[src/rtl/pc_ctrl.sv]
// Fetch-stage program counter: next-PC selection, EPC capture, misaligned
// control-flow detection and a small circular return-address stack.
module pc_ctrl #(
  parameter int unsigned     XLEN         = 32,
  parameter logic [XLEN-1:0] RESET_VECTOR = '0,
  parameter logic [XLEN-1:0] TRAP_VECTOR  = XLEN'(32'h0000_0100),
  parameter int unsigned     RAS_DEPTH    = 4
) (
  input  logic            clock,
  input  logic            reset,
  input  logic            en,
  input  logic            branch_taken,
  input  logic            jal_en,
  input  logic            jalr_en,
  input  logic [XLEN-1:0] rs1_value,
  input  logic [XLEN-1:0] imm,
  input  logic            auipc_en,
  input  logic            ras_push,
  input  logic            ras_pop,
  input  logic            trap_req,
  input  logic            trap_ret,
  output logic [XLEN-1:0] pc_out,
  output logic [XLEN-1:0] pc_add_out,
  output logic [XLEN-1:0] epc_out,
  output logic            redirect,
  output logic            misaligned_fault,
  output logic [XLEN-1:0] ras_top,
  output logic            ras_valid
);

  localparam int unsigned     PTR_W    = $clog2(RAS_DEPTH);
  localparam int unsigned     CNT_W    = $clog2(RAS_DEPTH + 1);
  localparam logic [CNT_W-1:0] CNT_FULL = CNT_W'(RAS_DEPTH);

  logic [XLEN-1:0]  pc, pc_nxt;
  logic [XLEN-1:0]  epc, epc_nxt;
  logic             redirect_q, redirect_nxt;
  logic             fault_q, fault_nxt;
  logic [XLEN-1:0]  ras_mem [RAS_DEPTH];
  logic [XLEN-1:0]  ras_mem_nxt [RAS_DEPTH];
  logic [PTR_W-1:0] ras_ptr, ras_ptr_nxt, ras_ptr_inc;
  logic [CNT_W-1:0] ras_cnt, ras_cnt_nxt;

  logic [XLEN-1:0]  pc_plus4, pc_plus_imm, jalr_tgt, cf_tgt;
  logic             cf_sel, cf_misaligned, ras_upd;

  // Shared adders and control-flow target selection
  always_comb begin
    pc_plus4      = pc + XLEN'(4);
    pc_plus_imm   = pc + imm;
    jalr_tgt      = (rs1_value + imm) & ~XLEN'(1);
    cf_sel        = jalr_en | jal_en | branch_taken;
    cf_tgt        = jalr_en ? jalr_tgt : pc_plus_imm;
    cf_misaligned = cf_sel && (cf_tgt[1:0] != 2'b00);
    ras_upd       = en && !trap_req && !trap_ret;
  end

  // Next PC / EPC; a trap request is honoured even while stalled
  always_comb begin
    pc_nxt       = pc;
    epc_nxt      = epc;
    redirect_nxt = 1'b0;
    fault_nxt    = 1'b0;
    if (trap_req) begin
      pc_nxt       = TRAP_VECTOR;
      epc_nxt      = pc;
      redirect_nxt = 1'b1;
    end else if (en) begin
      if (trap_ret) begin
        pc_nxt       = epc;
        redirect_nxt = 1'b1;
      end else if (cf_misaligned) begin
        pc_nxt       = TRAP_VECTOR;
        epc_nxt      = cf_tgt;
        redirect_nxt = 1'b1;
        fault_nxt    = 1'b1;
      end else if (cf_sel) begin
        pc_nxt       = cf_tgt;
        redirect_nxt = 1'b1;
      end else begin
        pc_nxt = pc_plus4;
      end
    end
  end

  // Return-address stack; push+pop on a non-empty stack replaces the top
  always_comb begin
    ras_mem_nxt = ras_mem;
    ras_ptr_nxt = ras_ptr;
    ras_cnt_nxt = ras_cnt;
    ras_ptr_inc = ras_ptr + PTR_W'(1);
    if (ras_upd) begin
      if (ras_push && (!ras_pop || ras_cnt == '0)) begin
        ras_mem_nxt[ras_ptr_inc] = pc_plus4;
        ras_ptr_nxt              = ras_ptr_inc;
        if (ras_cnt != CNT_FULL) ras_cnt_nxt = ras_cnt + CNT_W'(1);
      end else if (ras_push) begin
        ras_mem_nxt[ras_ptr] = pc_plus4;
      end else if (ras_pop && ras_cnt != '0) begin
        ras_ptr_nxt = ras_ptr - PTR_W'(1);
        ras_cnt_nxt = ras_cnt - CNT_W'(1);
      end
    end
  end

  always_ff @(posedge clock or posedge reset) begin
    if (reset) begin
      pc         <= RESET_VECTOR;
      epc        <= '0;
      redirect_q <= 1'b0;
      fault_q    <= 1'b0;
      ras_ptr    <= '0;
      ras_cnt    <= '0;
      for (int i = 0; i < RAS_DEPTH; i++) ras_mem[i] <= '0;
    end else begin
      pc         <= pc_nxt;
      epc        <= epc_nxt;
      redirect_q <= redirect_nxt;
      fault_q    <= fault_nxt;
      ras_ptr    <= ras_ptr_nxt;
      ras_cnt    <= ras_cnt_nxt;
      ras_mem    <= ras_mem_nxt;
    end
  end

  assign pc_out           = pc;
  assign pc_add_out       = auipc_en ? pc_plus_imm : pc_plus4;
  assign epc_out          = epc;
  assign redirect         = redirect_q;
  assign misaligned_fault = fault_q;
  assign ras_valid        = (ras_cnt != '0);
  assign ras_top          = (ras_cnt != '0) ? ras_mem[ras_ptr] : '0;

endmodule

[config.mk]
export PLATFORM = sky130hd
export DESIGN_NAME = pc_ctrl
export DESIGN_NICKNAME = d
export VERILOG_FILES = /design/src/rtl/pc_ctrl.sv
export SDC_FILE = /design/constraint.sdc
export NUM_CORES = 1
export LEC_CHECK = 0
export CAP_MARGIN = 20
export CORE_MARGIN = 8
export CORE_UTILIZATION = 50
export DETAILED_ROUTE_END_ITERATION = 6
export PLACE_DENSITY_LB_ADDON = 0.05
export REMOVE_ABC_BUFFERS = 1
export SYNTH_ARGS = -nofsm -noshare
export SYNTH_HDL_FRONTEND = slang
export SYNTH_SLANG_ARGS = --single-unit
export TNS_END_PERCENT = 30
[constraint.sdc]
create_clock -name clock -period 9.6 [get_ports clock]
set_input_delay 2.4 -clock clock [delete_from_list [all_inputs] [get_ports clock]]
set_output_delay 2.4 -clock clock [all_outputs]
set_load 0.05 [all_outputs]
==> results.md, run 1 <==
* Setup TNS after final layout at 0 ps
* Routability Congestion at 0.947
* Via Count at 13000
* Pin count of the biggest net entering global routing at 90
* Highest Clock Rate at 113 MHz
* Number of antenna violations at the first check in global routing at 0
* Detailed-route wire length at 46600 um
* Met3 Resource Use GR at 5.99%
* Slew of the pin with the lowest slew margin at 1060 ps
* Final instance area at 16700 um^2
* TritonRoute pass-1 iters at 7
* Fraction of synthesis flops using an asynchronous set or reset pin at 100%
* Flip-flop and latch count after synthesis at 199
* List of most frequent post-synthesis cells: 221 x sky130_fd_sc_hd__a21oi_1, 203 x sky130_fd_sc_hd__nor2_1, 199 x sky130_fd_sc_hd__dfrtp_1
* Clock tree skew after final layout at 15.7 ps
* EDFF count, synth at 0
* Overall die width at 182 um
* Slew Viols, Final at 0
* Setup crit end kind: primary output
* Worst Path Required at 7200 ps
* Setup-violating endpoint count in the final report at 0
* Power per unit of standard cell area at 268 nW/um^2
* Fraction of layout cells with a size suffix above 1 at 7.67%
* Detailed placer's ending HPWL at 34500 um
* Number of placed instances with taps included at 2018
* Met1 capacity usage during global routing at 37.8%
* Die Footprint at 33100 um^2
* Number of levels in the clock H-tree at 4
* Category of the critical setup timing path: in -> out
* Height of the chip at 182 um
* Maximum resistive drop on vdd at 0.135 mV
* Final Power at 4.47 mW
* Unrepaired setup endpoints after global routing: false
* Longest Clk Path Bufs at 2
* Dominant cell by count in the synthesized netlist: sky130_fd_sc_hd__a21oi_1
* Post-synthesis cell type count at 76
* Number of cells produced by synthesis at 1538
* Total clock buffers created by CTS at 17
* Most repeated library cell on the critical path: sky130_fd_sc_hd__clkdlybuf4s50_1
* Sequential cell area fraction in the yosys report at 36.1%
* Prevailing post-synth register cell: sky130_fd_sc_hd__dfrtp_1
* # resized after CTS at 0
* Number of nets with antenna violations after routing at 0
* Setup Fix Bufs, Post-CTS at 0
* Post-layout instance count excluding filler cells at 2050
* Cell area after synthesis at 13800 um^2
* Number of port buffers at 205
* Average wire per standard cell at 22.7 um
* Layout Area Growth over Synthesis at 21.2%
* Max-capacitance violation count at 0
* Final hold violation count at 0
* Clock tree root driver cell: sky130_fd_sc_hd__clkbuf_16
* Data arrival time of the critical path at 6410 ps
* Average instance area after synthesis at 8.96 um^2
* Average via count per standard cell at 6.32
* Yosys warning count at 0
* Count of inserted antenna diode cells at 0
* Insertion delay of the later-clocked pin in the worst-skew pair at 450 ps
* Maximum fanout count along the critical path at 5
* Synth top area cells: sky130_fd_sc_hd__dfrtp_1 36%, sky130_fd_sc_hd__a21oi_1 8.0%, sky130_fd_sc_hd__ha_1 6.2%, sky130_fd_sc_hd__nor2_1 5.5%, sky130_fd_sc_hd__mux4_2 5.2%
* Tmin final at 8810 ps
* Master of the slowest instance on the critical path: sky130_fd_sc_hd__clkdlybuf4s50_1
* Number of placement rows at 60
* Class of the most critical hold timing path: reg -> reg
* Largest area contributor in the netlist: sky130_fd_sc_hd__dfrtp_1
* Crit-path cells: clkdlybuf4s50_1, ha_1, a211oi_1, o21bai_1, o21ai_0, a21oi_1, nor4b_1, nor2_1, xnor2_1, mux2i_1, clkdlybuf4s50_1
* Delay contributed by the slowest stage of the critical path at 850 ps
* Initial cell density of the core at 51.0%
* Worst max-slew margin expressed relative to the limit at 29.1%
* Global routing met2 resource utilization at 42.0%
* GRT Resource Usage Total at 27.6%
* Post-cts hold buffer count at 0
* Vias in the first global route at 12600
* DR iter-0 viols at 1405
* Static leakage at 7.06 nW
* Final global-route overflow total at 0
* Clock tree from TritonCTS: done
* Layout Nets at 1843
* Core region area at 27000 um^2
* Result of the run: complete, no violations
* Number of remaining DRC errors at 0
* CP Launch Type: input pin
* Post-placement cell area at 16100 um^2
* Top-area cell type share of the netlist area at 36.1%
* Num Clock Sinks at 199
* GRT busiest layer: met2
* Global-route wire length before repair at 71600 um
* Clock transition time at the flip-flop clock pins of the worst setup and hold paths at 70 ps
* I/O pin count at 206
* Period utilization at 91.8%
[registers in the layout, summed over array words and instances (netlist names)]
register	flops
ras_mem	128
epc_out	32
pc_out	32
ras_cnt	3
ras_ptr	2
misaligned_fault	1
redirect	1
[cell type report]
cell class	instances	area, um^2
tap	341	427
sequential	199	4980
timing repair buffer	225	2200
clock buffer	17	425
clock inverter	14	155
multi-input combinational	1224	8390
fill	2347	10300
inverter	30	120
[worst paths after layout]
| check | start | to | slack (ps) | cells after the start |
|---|---|---|---|---|
| setup / recovery | imm[1] | pc_add_out[27] | 790 | 11 |
| hold / removal | ras_mem[96] | ras_mem[96] | 510 | 1 |
| setup reg to reg | pc_out[0] | pc_out[27] | 5830 | 9 |
| hold reg to reg | ras_mem[96] | ras_mem[96] | 510 | 1 |
| max in group asynchronous | reset | pc_out[24] | 5900 | 3 |
| min in group asynchronous | reset | ras_mem[87] | 2440 | 2 |
[metal layers]
layer | wire, um | share of wire (%)
met1 | 20100 | 43
met2 | 20500 | 44
met3 | 4310 | 9.2
met4 | 1690 | 3.6
met5 | 0 | 0
[critical path: cells and delay by family]
| kind | cells | cell delay [ps] |
|---|---|---|
| and+or+nand+nor | 2 | 580 |
| adders and majority gates | 1 | 360 |
| AOI/OAI and AO/OA | 4 | 1370 |
| muxes | 1 | 150 |
| buffers and inverters | 2 | 1370 |
| xor gates and xnor gates | 1 | 180 |
[placed cells by master, fill, tap and decap left out, types with 9 or more instances in the layout]
master and n:
sky130_fd_sc_hd__and2_1 48, sky130_fd_sc_hd__o21ai_0 87, sky130_fd_sc_hd__o31ai_1 11, sky130_fd_sc_hd__nand4_1 16, sky130_fd_sc_hd__xor2_1 42, sky130_fd_sc_hd__a31oi_1 11
sky130_fd_sc_hd__clkdlybuf4s50_1 203, sky130_fd_sc_hd__a21oi_1 221, sky130_fd_sc_hd__ha_1 68, sky130_fd_sc_hd__a22oi_1 37, sky130_fd_sc_hd__a211oi_1 14, sky130_fd_sc_hd__nand2_1 80
sky130_fd_sc_hd__inv_1 29, sky130_fd_sc_hd__nor3_1 15, sky130_fd_sc_hd__a21o_1 31, sky130_fd_sc_hd__and3_1 13, sky130_fd_sc_hd__clkbuf_16 17, sky130_fd_sc_hd__mux2_2 19
sky130_fd_sc_hd__mux2i_1 33, sky130_fd_sc_hd__o21bai_1 9, sky130_fd_sc_hd__mux4_2 32, sky130_fd_sc_hd__xnor2_1 43, sky130_fd_sc_hd__buf_4 19, sky130_fd_sc_hd__dfrtp_1 198
sky130_fd_sc_hd__o21a_1 9, sky130_fd_sc_hd__nand3_1 30, sky130_fd_sc_hd__nor4_1 9, sky130_fd_sc_hd__nor2_1 198
[through the flow]
step | setup WS (ps) | utilization [%] | hold slack [ps]
6_report | 787 | 61.8 | 508
5_1_grt | 393 | 61.8 | 528
4_1_cts | 803 | 61.7 | 509
3_5_place_dp | 812 | 59.6 | 491
3_3_place_gp | 832 | 59.6 | 484
2_1_floorplan | 1770 | - | 472
[where the power goes]
group	leakage [nW]	internal (mW)	total (mW)	switching (mW)
Combinational	4.26	0.947	2.42	1.47
Sequential	2.51	1.13	1.34	0.209
Clock	0.285	0.349	0.713	0.364
Total	7.06	2.43	4.47	2.04
[cells by family after synthesis]
logic type / Yosys count / share of synthesized area, %
compound gates: 523 / 23.6
simple gates: 461 / 15.9
flops: 199 / 36.1
buf+inv: 115 / 3.24
xor+xnor: 85 / 5.40
mux: 84 / 9.18
fa+ha+maj: 71 / 6.61
No activity file was read; power rests on OpenSTA's default activity.
==> run 2: changes to the inputs <==
--- a/config.mk
+++ b/config.mk
@@ -6,9 +6,10 @@
 export NUM_CORES = 1
 export LEC_CHECK = 0
 export CAP_MARGIN = 20
-export CORE_MARGIN = 8
+export CORE_MARGIN = 3
 export CORE_UTILIZATION = 50
 export DETAILED_ROUTE_END_ITERATION = 6
+export MAX_ROUTING_LAYER = met4
 export PLACE_DENSITY_LB_ADDON = 0.05
 export REMOVE_ABC_BUFFERS = 1
 export SYNTH_ARGS = -nofsm -noshare
==> results.md, run 2 (synthesis gave the netlist of run 1 again) <==
* Result of the run: finished, violations left
* Violated checks: DRC
* Crit Reg-Reg Startpoint: ras_cnt[0]
* Global-route wire length before repair at 72100 um (+0.70%)
* Category of the critical setup timing path: in -> out
* Setup crit end kind: primary output
* Routability Congestion at 0.952 (+0.51%)
* Via Count at 13200 (+1.9%)
* Class of the most critical hold timing path: reg -> reg
* Worst Path Required at 7200 ps (about the same)
* Setup-violating endpoint count in the final report at 0 (unchanged)
* Power per unit of standard cell area at 269 nW/um^2 (+0.55%)
* Capturing point of the worst reg2reg path: ras_mem[97]
* Internal at 2.44 mW (+0.61%)
* Switching power of the nets at 2.07 mW (+1.2%)
* Insertion delay of the later-clocked pin in the worst-skew pair at 450 ps (about the same)
* Most repeated library cell on the critical path: sky130_fd_sc_hd__clkdlybuf4s50_1
* Setup Fix Bufs, Post-CTS at 0 (unchanged)
* WHS Path Cells at 1 (unchanged)
* Highest Clock Rate at 115 MHz (+1.1%)
* Period utilization at 90.8% (-1.0 points)
* # resized after CTS at 0 (unchanged)
* Unrepaired setup endpoints after global routing: false
* Crit-path cells: clkdlybuf4s50_1, ha_1, a21o_1, a211o_1, a211oi_1, a21oi_1, nor4b_1, o31ai_1, xnor2_1, mux2i_1, clkdlybuf4s50_1
* Clock tree skew after final layout at 19.5 ps (+3.81 ps)
* DR iter-0 viols at 1544 (+9.9%)
* Number of nets with antenna violations after routing at 0 (unchanged)
* Post-cts hold buffer count at 0 (unchanged)
* Number of levels in the clock H-tree at 4 (unchanged)
* CP Launch Type: input pin
* Slew of the pin with the lowest slew margin at 1090 ps (+26.9 ps)
* Average via count per standard cell at 6.44 (+1.9%)
* Number of remaining DRC errors at 4 (+4)
* Final Power at 4.51 mW (+0.88%)
* Relative contribution of sequential cells to total power at 30.5% (+0.5 points)
* Flip-flop count of the largest register after layout at 128 (unchanged)
* Average wire per standard cell at 22.9 um (+0.56%)
* Vias in the first global route at 12400 (-1.3%)
* Leading cell type in the layout, fill and taps excluded: sky130_fd_sc_hd__a21oi_1
* Die Footprint at 29600 um^2 (-11%)
* Fraction of layout cells with a size suffix above 1 at 7.72% (+0.054 points)
* Setup TNS after final layout at 0 ps (unchanged)
* Proportion of total power due to net switching at 45.9% (+0.14 points)
* GRT Resource Usage Total at 32.5% (+4.8 points)
* Maximum fanout count along the critical path at 7 (+2)
* Detailed placer's ending HPWL at 34700 um (+0.51%)
* Number of port buffers at 205 (unchanged)
* Clock tree from TritonCTS: done
* Top register by number of flip-flops: ras_mem
* Static leakage at 7.08 nW (+0.31%)
* Slew Viols, Final at 0 (unchanged)
* Count of inserted antenna diode cells at 0 (unchanged)
* Fraction of power consumed by the clock network at 16.7% (+0.8 points)
* Total clock buffers created by CTS at 17 (unchanged)
* Capture endpoint of the worst hold path: ras_cnt[2]
* Highest-count cells in the layout ignoring fill and taps: 221 x sky130_fd_sc_hd__a21oi_1, 203 x sky130_fd_sc_hd__clkdlybuf4s50_1, 198 x sky130_fd_sc_hd__nor2_1, 198 x sky130_fd_sc_hd__dfrtp_1, 87 x sky130_fd_sc_hd__o21ai_0
* Register-to-Register Path Depth at 7 (-2)
* Power share of the combinational group at 52.9% (-1.2 points)
* Longest Clk Path Bufs at 2 (unchanged)
* Tmin final at 8720 ps (-96.1 ps)
* Maximum resistive drop on vdd at 0.130 mV (-4.0%)
* Num Clock Sinks at 199 (unchanged)
* Core region area at 27000 um^2 (unchanged)
* Clock tree root driver cell: sky130_fd_sc_hd__clkbuf_16
* TritonRoute pass-1 iters at 7 (unchanged)
* Master of the slowest instance on the critical path: sky130_fd_sc_hd__clkdlybuf4s50_1
* Start point of the worst hold path: ras_cnt[2]
* Layout Nets at 1843 (unchanged)
* Overall die width at 172 um (-5.5%)
* Initial cell density of the core at 51.0% (unchanged)
* Minimum setup slack among reg-to-reg paths at 5820 ps (about the same)
* I/O pin count at 206 (unchanged)
* Max-capacitance violation count at 0 (unchanged)
* Delay contributed by the slowest stage of the critical path at 850 ps (about the same)
* Number of antenna violations at the first check in global routing at 0 (unchanged)
* Layout Area Growth over Synthesis at 21.6%
* Data arrival time of the critical path at 6320 ps (-90 ps)
* Worst max-slew margin expressed relative to the limit at 27.3% (-1.8 points)
* Height of the chip at 172 um (-5.5%)
* Pin count of the biggest net entering global routing at 131 (+46%)
* Clock transition time at the flip-flop clock pins of the worst setup and hold paths at 80 ps (about the same)
* Number of placement rows at 60 (unchanged)
* Final hold violation count at 0 (unchanged)
* Final global-route overflow total at 0 (unchanged)
* Detailed-route wire length at 46900 um (+0.61%)
## run 2: per-layer routing
layer | part of all wire, % | routed length (um) | global-route usage [%] | vias to the layer above
met5 | 0 | 0 | - | -
met4 | 2.7 | 1270 | 9.20 | 0
met3 | 8.8 | 4140 | 4.73 | 98
met2 | 44 | 20700 | 47.5 | 689
met1 | 44 | 20800 | 47.3 | 6424
li1 | - | - | - | 5991
## run 2: cell type report
cell class                      instances  area (um^2)
Fill cell                            2322        10300
Multi-Input combinational cell       1224         8390
Sequential cell                       199         4980
Timing Repair Buffer                  225         2210
Clock buffer                           18          439
Tap cell                              341          427
Clock inverter                         14          183
Inverter                               30          120
## run 2: how the worst max path moves through the flow
stage          cells past startpoint  slack (ps)              to     from
6_report                          11         880  pc_add_out[31]  imm[16]
3_3_place_gp                      11        1010  pc_add_out[27]  imm[16]
5_1_grt                           11         770  pc_add_out[31]  imm[16]
3_5_place_dp                      11         940  pc_add_out[31]  imm[16]
4_1_cts                           11         920  pc_add_out[31]  imm[16]
2_1_floorplan                      1        1770      epc_out[0]    reset
## run 2: critical path: cells and delay by family
family                     cells  cell delay [ps]
adders and majority gates      1              420
buffers and inverters          2             1310
AOI/OAI and AO/OA              5             1370
xor gates and xnor gates       1              170
muxes                          1              190
and+or+nand+nor                1              450
## run 2: power groups by stage
| stage | clock (mW) | combinational [mW] | sequential [mW] |
|---|---|---|---|
| detailed placement | 0 | 2.37 | 1.39 |
| finish | 0.752 | 2.38 | 1.37 |
| global route | 0.793 | 2.55 | 1.41 |
| CTS | 0.759 | 2.38 | 1.37 |
| global placement | 0 | 2.35 | 1.37 |
| floorplan | 0 | 1.54 | 1.45 |
## run 2: per-stage QoR
stage	instances	worst slack [ps]	utilization, %	hold slack (ps)	cell area, um^2
floorplan	1453	1770	-	472	13400
CTS	2051	924	62.0	507	16800
global route	2051	768	62.0	535	16800
finish	2051	883	62.0	507	16800
detailed placement	2019	936	59.7	493	16100
global placement	2018	1010	59.6	485	16100
==> run 3: changes to the inputs <==
==> constraint.sdc (replaced) <==
create_clock -name clock -period 8 [get_ports clock]
set_input_delay 2 -clock clock [delete_from_list [all_inputs] [get_ports clock]]
set_output_delay 2 -clock clock [all_outputs]
set_load 0.05 [all_outputs]
==> results.md, run 3 (synthesis gave the netlist of run 1 again) <==
* FILL cells at 2334 (+0.52%)
* Num Clock Sinks at 199 (unchanged)
* Average wire per standard cell at 22.6 um (-1.1%)
* Number of port buffers at 205 (unchanged)
* Detailed-route wire length at 46500 um (-0.96%)
* Via Count at 13000 (-1.2%)
* Power per unit of standard cell area at 321 nW/um^2 (+19%)
* DR iter-0 viols at 1516 (-1.8%)
* Start point of the worst hold path: ras_mem[33]
* Final hold violation count at 0 (unchanged)
* Average via count per standard cell at 6.35 (-1.4%)
* Number of placement rows at 60 (unchanged)
* Worst Path Buf+Inv at 2 (unchanged)
* Unrepaired setup endpoints after global routing: false
* # resized after CTS at 0 (unchanged)
* Worst Path Required at 6000 ps (-1200 ps)
* Class of the most critical hold timing path: reg -> reg
* I/O pin count at 206 (unchanged)
* Layout Area Growth over Synthesis at 21.6% (about the same)
* Cell family with the largest share of critical-path delay: buffers and inverters
* Clock tree skew after final layout at 22.6 ps (+3.08 ps)
* Routability Congestion at 0.945 (-0.66%)
* Number of placed instances with taps included at 2022 (+0.15%)
* Fraction of layout cells with a size suffix above 1 at 8.29% (+0.57 points)
* Minimum setup slack among reg-to-reg paths at 4110 ps (-1710 ps)
* Placement-stage worst setup slack at 428 ps (-509 ps)
* Leading cell type in the layout, fill and taps excluded: sky130_fd_sc_hd__a21oi_1
* Clock tree from TritonCTS: done
* Slew of the pin with the lowest slew margin at 1020 ps (-61.2 ps)
* WHS Path Cells at 1 (unchanged)
* Data arrival time of the critical path at 5670 ps (-650 ps)
* Number of nets with antenna violations after routing at 0 (unchanged)
* Overall die width at 172 um (unchanged)
* Setup-violating endpoint count in the final report at 0 (unchanged)
* Detailed placer's ending HPWL at 34200 um (-1.4%)
* Setup TNS after final layout at 0 ps (unchanged)
* Final Power at 5.38 mW (+19%)
* Flip-flop count of the largest register after layout at 128 (unchanged)
* Setup crit end kind: primary output
* Area of combinational cells with multiple inputs at 8390 um^2 (unchanged)
* Maximum resistive drop on vdd at 0.174 mV (+34%)
* Longest Clk Path Bufs at 2 (unchanged)
* Highest-count cells in the layout ignoring fill and taps: 221 x sky130_fd_sc_hd__a21oi_1, 198 x sky130_fd_sc_hd__nor2_1, 198 x sky130_fd_sc_hd__dfrtp_1
* Post-cts hold buffer count at 0 (unchanged)
* CP Launch Type: input pin
* Master of the slowest instance on the critical path: sky130_fd_sc_hd__clkdlybuf4s50_1
* Worst slack on hold paths at 509 ps (+1.91 ps)
* Worst setup margin at 329 ps (-554 ps)
* Storage cell area at 4980 um^2 (unchanged)
* Highest Clock Rate at 130 MHz
* Final instance area at 16700 um^2 (about the same)
* Delay contributed by the slowest stage of the critical path at 820 ps (-30 ps)
* Number of levels in the clock H-tree at 4 (unchanged)
* Clock transition time at the flip-flop clock pins of the worst setup and hold paths at 80 ps (about the same)
* Final core utilization at 62.0% (about the same)
* Clock tree root driver cell: sky130_fd_sc_hd__clkbuf_16
* Number of remaining DRC errors at 0 (-4)
* Number of antenna violations at the first check in global routing at 0 (unchanged)
* Post-placement cell area at 16100 um^2 (about the same)
* Slew Viols, Final at 0 (unchanged)
* Core region area at 27000 um^2 (unchanged)
* Vias in the first global route at 12300 (-0.97%)
* Register-to-Register Path Depth at 8 (+1)
* Total clock buffers created by CTS at 17 (unchanged)
* Final global-route overflow total at 0 (unchanged)
* Max-capacitance violation count at 0 (unchanged)
* Static leakage at 7.09 nW (+0.23%)
* Crit Reg-Reg Startpoint: ras_cnt[0]
* Capturing point of the worst reg2reg path: ras_mem[67]
* Top register by number of flip-flops: ras_mem
* Crit-path cells: clkdlybuf4s50_1, ha_1, fa_1, a21o_1, nand3_1, a211o_1, a21o_1, a21oi_1, o21ai_0, xor2_1, mux2i_1, clkdlybuf4s50_1
* GRT Resource Usage Total at 31.9% (-0.58 points)
* Pin count of the biggest net entering global routing at 142 (+8.4%)
* Insertion delay of the later-clocked pin in the worst-skew pair at 440 ps (about the same)
* Initial cell density of the core at 51.0% (unchanged)
* Global-route wire length before repair at 70200 um (-2.6%)
* Post-layout instance count excluding filler cells at 2054 (+0.15%)
* Count of inserted antenna diode cells at 0 (unchanged)
* Die Footprint at 29600 um^2 (unchanged)
* Capture endpoint of the worst hold path: ras_mem[33]
* TritonRoute pass-1 iters at 6 (-1)
* Worst max-slew margin expressed relative to the limit at 31.4% (+4.1 points)
* Height of the chip at 172 um (unchanged)
* Result of the run: complete, no violations
* Period utilization at 95.9%
* Tmin final at 7670 ps
* Maximum fanout count along the critical path at 6 (-1)
* Layout Nets at 1846 (+0.16%)
* Setup Fix Bufs, Post-CTS at 0 (unchanged)
* Category of the critical setup timing path: in -> out
==> run 3: cell types whose count changed in the layout (fill, tap and decap cells not counted) <==
| cell | previous run | this run |
|---|---|---|
| sky130_fd_sc_hd__inv_8 | 4 | 3 |
| sky130_fd_sc_hd__buf_16 | 1 | 0 |
| sky130_fd_sc_hd__clkinv_8 | 4 | 6 |
| sky130_fd_sc_hd__clkbuf_1 | 0 | 1 |
| sky130_fd_sc_hd__buf_4 | 19 | 29 |
| sky130_fd_sc_hd__clkbuf_8 | 1 | 0 |
| sky130_fd_sc_hd__clkinv_4 | 0 | 2 |
| sky130_fd_sc_hd__inv_12 | 3 | 1 |
| sky130_fd_sc_hd__clkdlybuf4s50_1 | 203 | 195 |
| sky130_fd_sc_hd__inv_6 | 4 | 3 |
| sky130_fd_sc_hd__buf_12 | 0 | 2 |
==> run 3: how the worst max path moves through the flow <==
stage	end	start	slack [ps]	depth (start not counted)
2_1_floorplan	epc_out[0]	reset	570	1
3_3_place_gp	pc_add_out[30]	imm[0]	520	12
3_5_place_dp	pc_add_out[30]	imm[0]	430	12
4_1_cts	pc_add_out[30]	imm[0]	400	12
5_1_grt	pc_add_out[30]	imm[0]	150	12
6_report	pc_add_out[30]	imm[0]	330	12
==> run 3: layout make-up <==
cell class,count,area share (%)
well taps,341,2.55
clock buffers,18,2.56
flip-flops and latches,199,29.7
repair buffers,228,13.3
clock inverters,14,1.08
multi-input cells,1224,50.1
inverters,30,0.717
==> run 3: per-layer routing <==
metal	GRT usage [%]	vias to the layer above	part of all wire, %
li1	-	6010	-
met5	-	-	0
met3	4.73	84	7.9
met1	46.3	6334	45
met4	9.93	0	3.2
met2	46.3	610	44
==> run 3: power breakdown <==
part / internal [mW] / switching [mW] / leakage, nW / total (mW)
Clock: 0.427 / 0.449 / 0.293 / 0.877
Sequential: 1.36 / 0.283 / 2.51 / 1.64
Combinational: 1.14 / 1.73 / 4.29 / 2.86
==> run 3: worst reg2reg max path, cell delays in order, from the launching register on <==
cell and delay (ps):
sky130_fd_sc_hd__dfrtp_1 440, sky130_fd_sc_hd__or3_1 390, sky130_fd_sc_hd__buf_4 260, sky130_fd_sc_hd__nand2_1 140, sky130_fd_sc_hd__ha_1 470, sky130_fd_sc_hd__o211ai_1 510, sky130_fd_sc_hd__nor2_4 750, sky130_fd_sc_hd__buf_4 440
sky130_fd_sc_hd__mux2_2 390
==> patch 1, RTL diff (config.mk and constraints of run 1) <==
Register the outputs `pc_add_out`, `ras_top` and `ras_valid`, cleared by the reset; this adds one clock of latency there. The other outputs are not delayed to match.
--- a/src/rtl/pc_ctrl.sv
+++ b/src/rtl/pc_ctrl.sv
@@ -124,12 +124,20 @@
   end
 
   assign pc_out           = pc;
-  assign pc_add_out       = auipc_en ? pc_plus_imm : pc_plus4;
   assign epc_out          = epc;
   assign redirect         = redirect_q;
   assign misaligned_fault = fault_q;
-  assign ras_valid        = (ras_cnt != '0);
-  assign ras_top          = (ras_cnt != '0) ? ras_mem[ras_ptr] : '0;
+  always_ff @(posedge clock or posedge reset) begin
+    if (reset) begin
+      pc_add_out <= '0;
+      ras_top    <= '0;
+      ras_valid  <= '0;
+    end else begin
+      pc_add_out <= auipc_en ? pc_plus_imm : pc_plus4;
+      ras_top    <= (ras_cnt != '0) ? ras_mem[ras_ptr] : '0;
+      ras_valid  <= (ras_cnt != '0);
+    end
+  end
 
 endmodule
 
Check against the original RTL: not equivalent (a bounded check fails within 4 cycles, from zero or initial values and one cycle with reset high).
==> patch 1 against run 1 <==
Via count is 0.74% higher; worst hold slack worse by 0.0067 ns; setup slack better by 3.2 ns; clock skew is 0.0036 ns lower; utilization down 0.71 points; routed wire length rose by 0.11%; cell area grew 11%; count of clock-buffer cells in the layout grew 20; sequential cell count increased by 65; global-route usage down 2.4 points; first-iteration DRC count is 13% lower; total power rose by 2.5%; synthesized area up 11%; critical path depth up 1.
==> patch 1: results (changes against run 1) <==
| Metric | Value |
|---|---|
| Cell family with most CP delay | `compound AO/OA/AOI/OAI gates` |
| Worst Skew | `0.01211 ns (-0.003555 ns)` |
| Post-synthesis xor/xnor area fraction | `0.04856 (-0.005481)` |
| Yosys warning count | `0 (unchanged)` |
| First-pass DRT Iterations | `5 (-2)` |
| Non-clock buffer share | `0.1192 (-0.01256)` |
| Vias/cell | `5.973 (-5.5%)` |
| Core area | `0.03043 mm^2 (+13%)` |
| Sequential area share after synthesis | `0.4309 (+0.06942)` |
| Max-slew headroom | `0.3571 (+0.06637)` |
| Fraction of area in multi-input gates | `0.4431 (-0.05933)` |
| DR iter-0 viols | `1222 (-13%)` |
| Largest cells by area after synthesis | `dfrtp_1 43%, a21oi_1 7.3%, ha_1 5.5%, nor2_1 5.2%, mux4_2 4.7%` |
| Status | `finished clean` |
| Routed len/inst | `21.36 um (-6.1%)` |
| Clock-cell share | `0.04834 (+0.01357)` |
| Setup WS pre-CTS | `3.452 ns (+2.639 ns)` |
| Placed Area | `0.01766 mm^2 (+9.7%)` |
| Total Routing Usage GR | `0.2526 (-0.02364)` |
| Pin count of the biggest net entering global routing | `112 (+24%)` |
| Post-DP HPWL | `33850 um (-1.9%)` |
| Global-route wire length before repair | `73390 um (+2.6%)` |
| Clk sinks | `264 (+33%)` |
| Crit path DAT | `5.99 ns (-0.42 ns)` |
| Via count | `13051 (+0.74%)` |
| Worst-path fanout max | `4 (-1)` |
| Root Buffer | `clkbuf_16` |
| Complex-gate fraction of the synthesized area | `0.1941 (-0.04144)` |
| H-tree levels | `1 (-3)` |
| Leak | `8.118 nW (+15%)` |
| CP max stage cell | `a221oi_1` |
| Adder-cell area share of the yosys netlist | `0.05941 (-0.006707)` |
| Gpl congestion | `0.9292 (-1.8%)` |
| Worst Hold Class | `reg2reg` |
| Count of multi-input gates | `1218 (-0.49%)` |
| Number of fill cells | `2628 (+12%)` |
| Synthesized instance count | `1604 (+4.3%)` |
| Initial antenna violation count | `0 (unchanged)` |
| Setup-failing EPs final | `0 (unchanged)` |
| Clock slew at reported path FFs | `0.06 ns` |
| Final net count | `1916 (+4.0%)` |
| Top cells by count, synth | `264 x dfrtp_1, 225 x a21oi_1, 211 x nor2_1, 125 x nand2_1, 69 x clkbuf_1` |
| Worst Setup End Kind | `flop` |
| Largest register by flop count | `ras_mem` |
| Clock Latency Late Sink | `0.53 ns (+0.08 ns)` |
| CLK BUF | `37 (+20)` |
| Sequential share of cell area | `0.3556 (+0.05733)` |
| Placed cells | `2136 (+5.8%)` |
| Nonclk inv count | `33 (+10%)` |
| Post-CTS sizing | `0 (unchanged)` |
| Buffers outside the clock class | `226 (+0.44%)` |
| Layout cells sized above 1 | `0.08161 (+0.004957)` |
| CTS buffer count | `27 (+10)` |
| Worst path max stage delay | `0.58 ns (-0.27 ns)` |
| Peak VDD IR | `0.1387 mV (+2.5%)` |
| Maximum root-to-sink buffer count | `3 (+1)` |
| Cell variety after synth | `73 (-3.9%)` |
| Proportion of synthesized area in mux cells | `0.08724 (-0.004580)` |
[patch 1: changes by cell type in the layout (fill, tap and decap cells not counted), moves of 6 or more]
cell	delta
dfrtp_1	+64
o31ai_1	-8
nor2_1	+10
o221ai_1	+8
nand2_1	+45
o21ai_1	-6
o21ai_0	-25
and2_1	-11
a221oi_1	+8
clkbuf_8	+7
clkbuf_16	+10
a22oi_1	-23
o22ai_1	+9
a31oi_1	-6
[patch 1: stage by stage]
stage | hold WS (ns) | setup TNS [ns] | util
2_1_floorplan | 0.4753 | -18.10 | -
3_3_place_gp | 0.4877 | 0 | 0.5803
3_5_place_dp | 0.4935 | 0 | 0.5803
4_1_cts | 0.5055 | 0 | 0.6098
5_1_grt | 0.5207 | 0 | 0.6107
6_report | 0.5012 | 0 | 0.6107
[patch 1: routing by layer]
layer  vias up  track usage  wire, um
li1       6141            -         -
met1      6335       0.3542     20720
met2       498       0.3950     20970
met3        77      0.04725      3691
met4         0      0.07401      1294
met5         -            0         0
[patch 1: worst paths after layout]
path | slack (ns) | endpoint | cells past startpoint | startpoint
worst max register to register | 5.79 | pc_out[27] | 10 | pc_out[2]
min in group asynchronous | 2.46 | ras_top[19] | 2 | reset
worst max-delay path | 4.00 | pc_out[28] | 12 | imm[0]
worst min register to register | 0.50 | ras_mem[35] | 1 | ras_mem[35]
max in group asynchronous | 5.68 | pc_add_out[23] | 3 | reset
worst min-delay path | 0.50 | ras_mem[35] | 1 | ras_mem[35]
[patch 1: power breakdown]
| group | switching (mW) | total, mW | internal, mW |
|---|---|---|---|
| sequential | 0.250 | 1.73 | 1.48 |
| clock | 0.433 | 1.06 | 0.622 |
| combinational | 1.03 | 1.80 | 0.769 |
| total | 1.71 | 4.58 | 2.87 |
==> patch 2, RTL diff (flow settings as in run 1) <==
Without the edit above. Change the parameter `RAS_DEPTH` from 4 to 8.
--- a/src/rtl/pc_ctrl.sv
+++ b/src/rtl/pc_ctrl.sv
@@ -4,7 +4,7 @@
   parameter int unsigned     XLEN         = 32,
   parameter logic [XLEN-1:0] RESET_VECTOR = '0,
   parameter logic [XLEN-1:0] TRAP_VECTOR  = XLEN'(32'h0000_0100),
-  parameter int unsigned     RAS_DEPTH    = 4
+  parameter int unsigned     RAS_DEPTH    = 8
 ) (
   input  logic            clock,
   input  logic            reset,
Function: not settled (the Yosys comparison gave no result); the edit may change what the design does.
==> patch 2 against run 1 <==
Setup slack got worse by 0.0046 ns; cell area rose by 38%; sequential cell count grew 130; synthesized area up 41%; global-route usage is essentially flat; clock skew up 0.00073 ns; first-iteration DRC count decreased by 7.5%; routed wire length is 35% higher; total power grew 37%; register-to-register slack worse by 0.50 ns; combinational power grew 8%; utilization decreased by 2.0 points; critical path type unchanged; largest cell class unchanged.
==> patch 2: results (changes against run 1) <==
| Metric | Value |
|---|---|
| Reg-to-reg setup timing slack | `5.33 ns (-0.50 ns)` |
| Final setup margin | `0.7827 ns (-0.004554 ns)` |
| Pin count of the biggest net entering global routing | `192 (+110%)` |
| Clock Latency Late Sink | `0.52 ns (+0.07 ns)` |
| Largest register FFs | `256 (+100%)` |
| Clock slew at reported path FFs | `0.05 ns (-0.02 ns)` |
| Peak VDD IR | `0.1433 mV (+5.9%)` |
| Hold slack | `0.4754 ns (-0.03247 ns)` |
| CTS buffer count | `35 (+18)` |
| Layout cells sized above 1 | `0.08982 (+0.01317)` |
| Sequential area share after synthesis | `0.4247 (+0.06328)` |
| Placed cells | `2717 (+35%)` |
| Placed Area | `0.02179 mm^2 (+35%)` |
| Hold endpoint | `ras_mem[75]` |
| Worst-path fanout max | `4 (-1)` |
| Pwr dens | `267.1 mW/mm^2 (-0.25%)` |
| Complex-gate fraction of the synthesized area | `0.2016 (-0.03399)` |
| Worst hold start | `ras_mem[75]` |
| CP endpoint | `pc_add_out[24]` |
| # diodes | `0 (unchanged)` |
| Post-Route WL | `62750 um (+35%)` |
| Gpl congestion | `0.9593 (+1.3%)` |
| Post-DP HPWL | `43110 um (+25%)` |
| Crit path DAT | `6.42 ns (about the same)` |
| Vias/cell | `6.081 (-3.8%)` |
| Post-synthesis xor/xnor area fraction | `0.04112 (-0.01292)` |
| Hold path depth | `2 (+1)` |
| Cell-internal power | `3.717 mW (+53%)` |
| Largest cells by area after synthesis | `dfrtp_1 42%, mux4_2 7.4%, nand2_1 6.2%, a21oi_1 6.0%, o21ai_0 5.7%` |
| Sequential power | `2.12 mW (+58%)` |
| Maximum root-to-sink buffer count | `3 (+1)` |
| Worst Skew | `0.01640 ns (+0.0007331 ns)` |
| Leak | `9.822 nW (+39%)` |
| R2R Path End | `ras_mem[35]` |
| Vias in the first global route | `17051 (+35%)` |
| Final std cells w/o fill | `2778 (+36%)` |
| First-pass DRT Iterations | `6 (-1)` |
| Setup WS pre-CTS | `0.8288 ns (+0.01632 ns)` |
| FF-to-FF path depth | `10 (+1)` |
| Status | `finished clean` |
| Proportion of synthesized area in mux cells | `0.1018 (+0.009977)` |
| Total Routing Usage GR | `0.2768 (+0.0004780)` |
| Global-route wire length before repair | `98110 um (+37%)` |
| Adder-cell area share of the yosys netlist | `0.04699 (-0.01912)` |
| H-tree levels | `2 (-2)` |
| Comb pwr | `2.61 mW (+8%)` |
| Synthesized instance count | `2106 (+37%)` |
| Cell family with most CP delay | `compound AO/OA/AOI/OAI gates` |
| Worst-margin pin slew | `1.155 ns (+0.09581 ns)` |
| Top cells by count, synth | `329 x dfrtp_1, 319 x nand2_1, 234 x a21oi_1, 220 x o21ai_0, 205 x nor2_1` |
| Final net count | `2383 (+29%)` |
| Worst flop-to-flop path startpoint | `ras_ptr[0]` |
| DR iter-0 viols | `1299 (-7.5%)` |
-- patch 2: layout make-up --
type / instances / area (um^2)
clock buffers: 50 / 1045
clock inverters: 10 / 157.7
fillers: 3428 / 15450
inverters: 35 / 138.9
multi-input cells: 1605 / 10520
flip-flops and latches: 329 / 8238
well taps: 518 / 648.1
repair buffers: 231 / 2270
-- patch 2: metal layers --
metal / wire length, um / GRT usage / up-vias
li1: - / - / 7856
met1: 27460 / 0.3798 / 8285
met2: 29300 / 0.4442 / 624
met3: 4141 / 0.04521 / 129
met4: 1852 / 0.09162 / 0
met5: 0 / 0 / -
-- patch 2: cell families (layout without fill, tap and decap cells) --
| kind of cell | Yosys count | after routing |
|---|---|---|
| AND/OR/NAND/NOR | 673 | 673 |
| flip-flops | 329 | 329 |
| buffers and inverters | 172 | 326 |
| AO/OA/AOI/OAI | 656 | 656 |
| multiplexers | 114 | 114 |
| adder cells (fa/ha/maj) | 71 | 71 |
| XOR/XNOR | 91 | 91 |
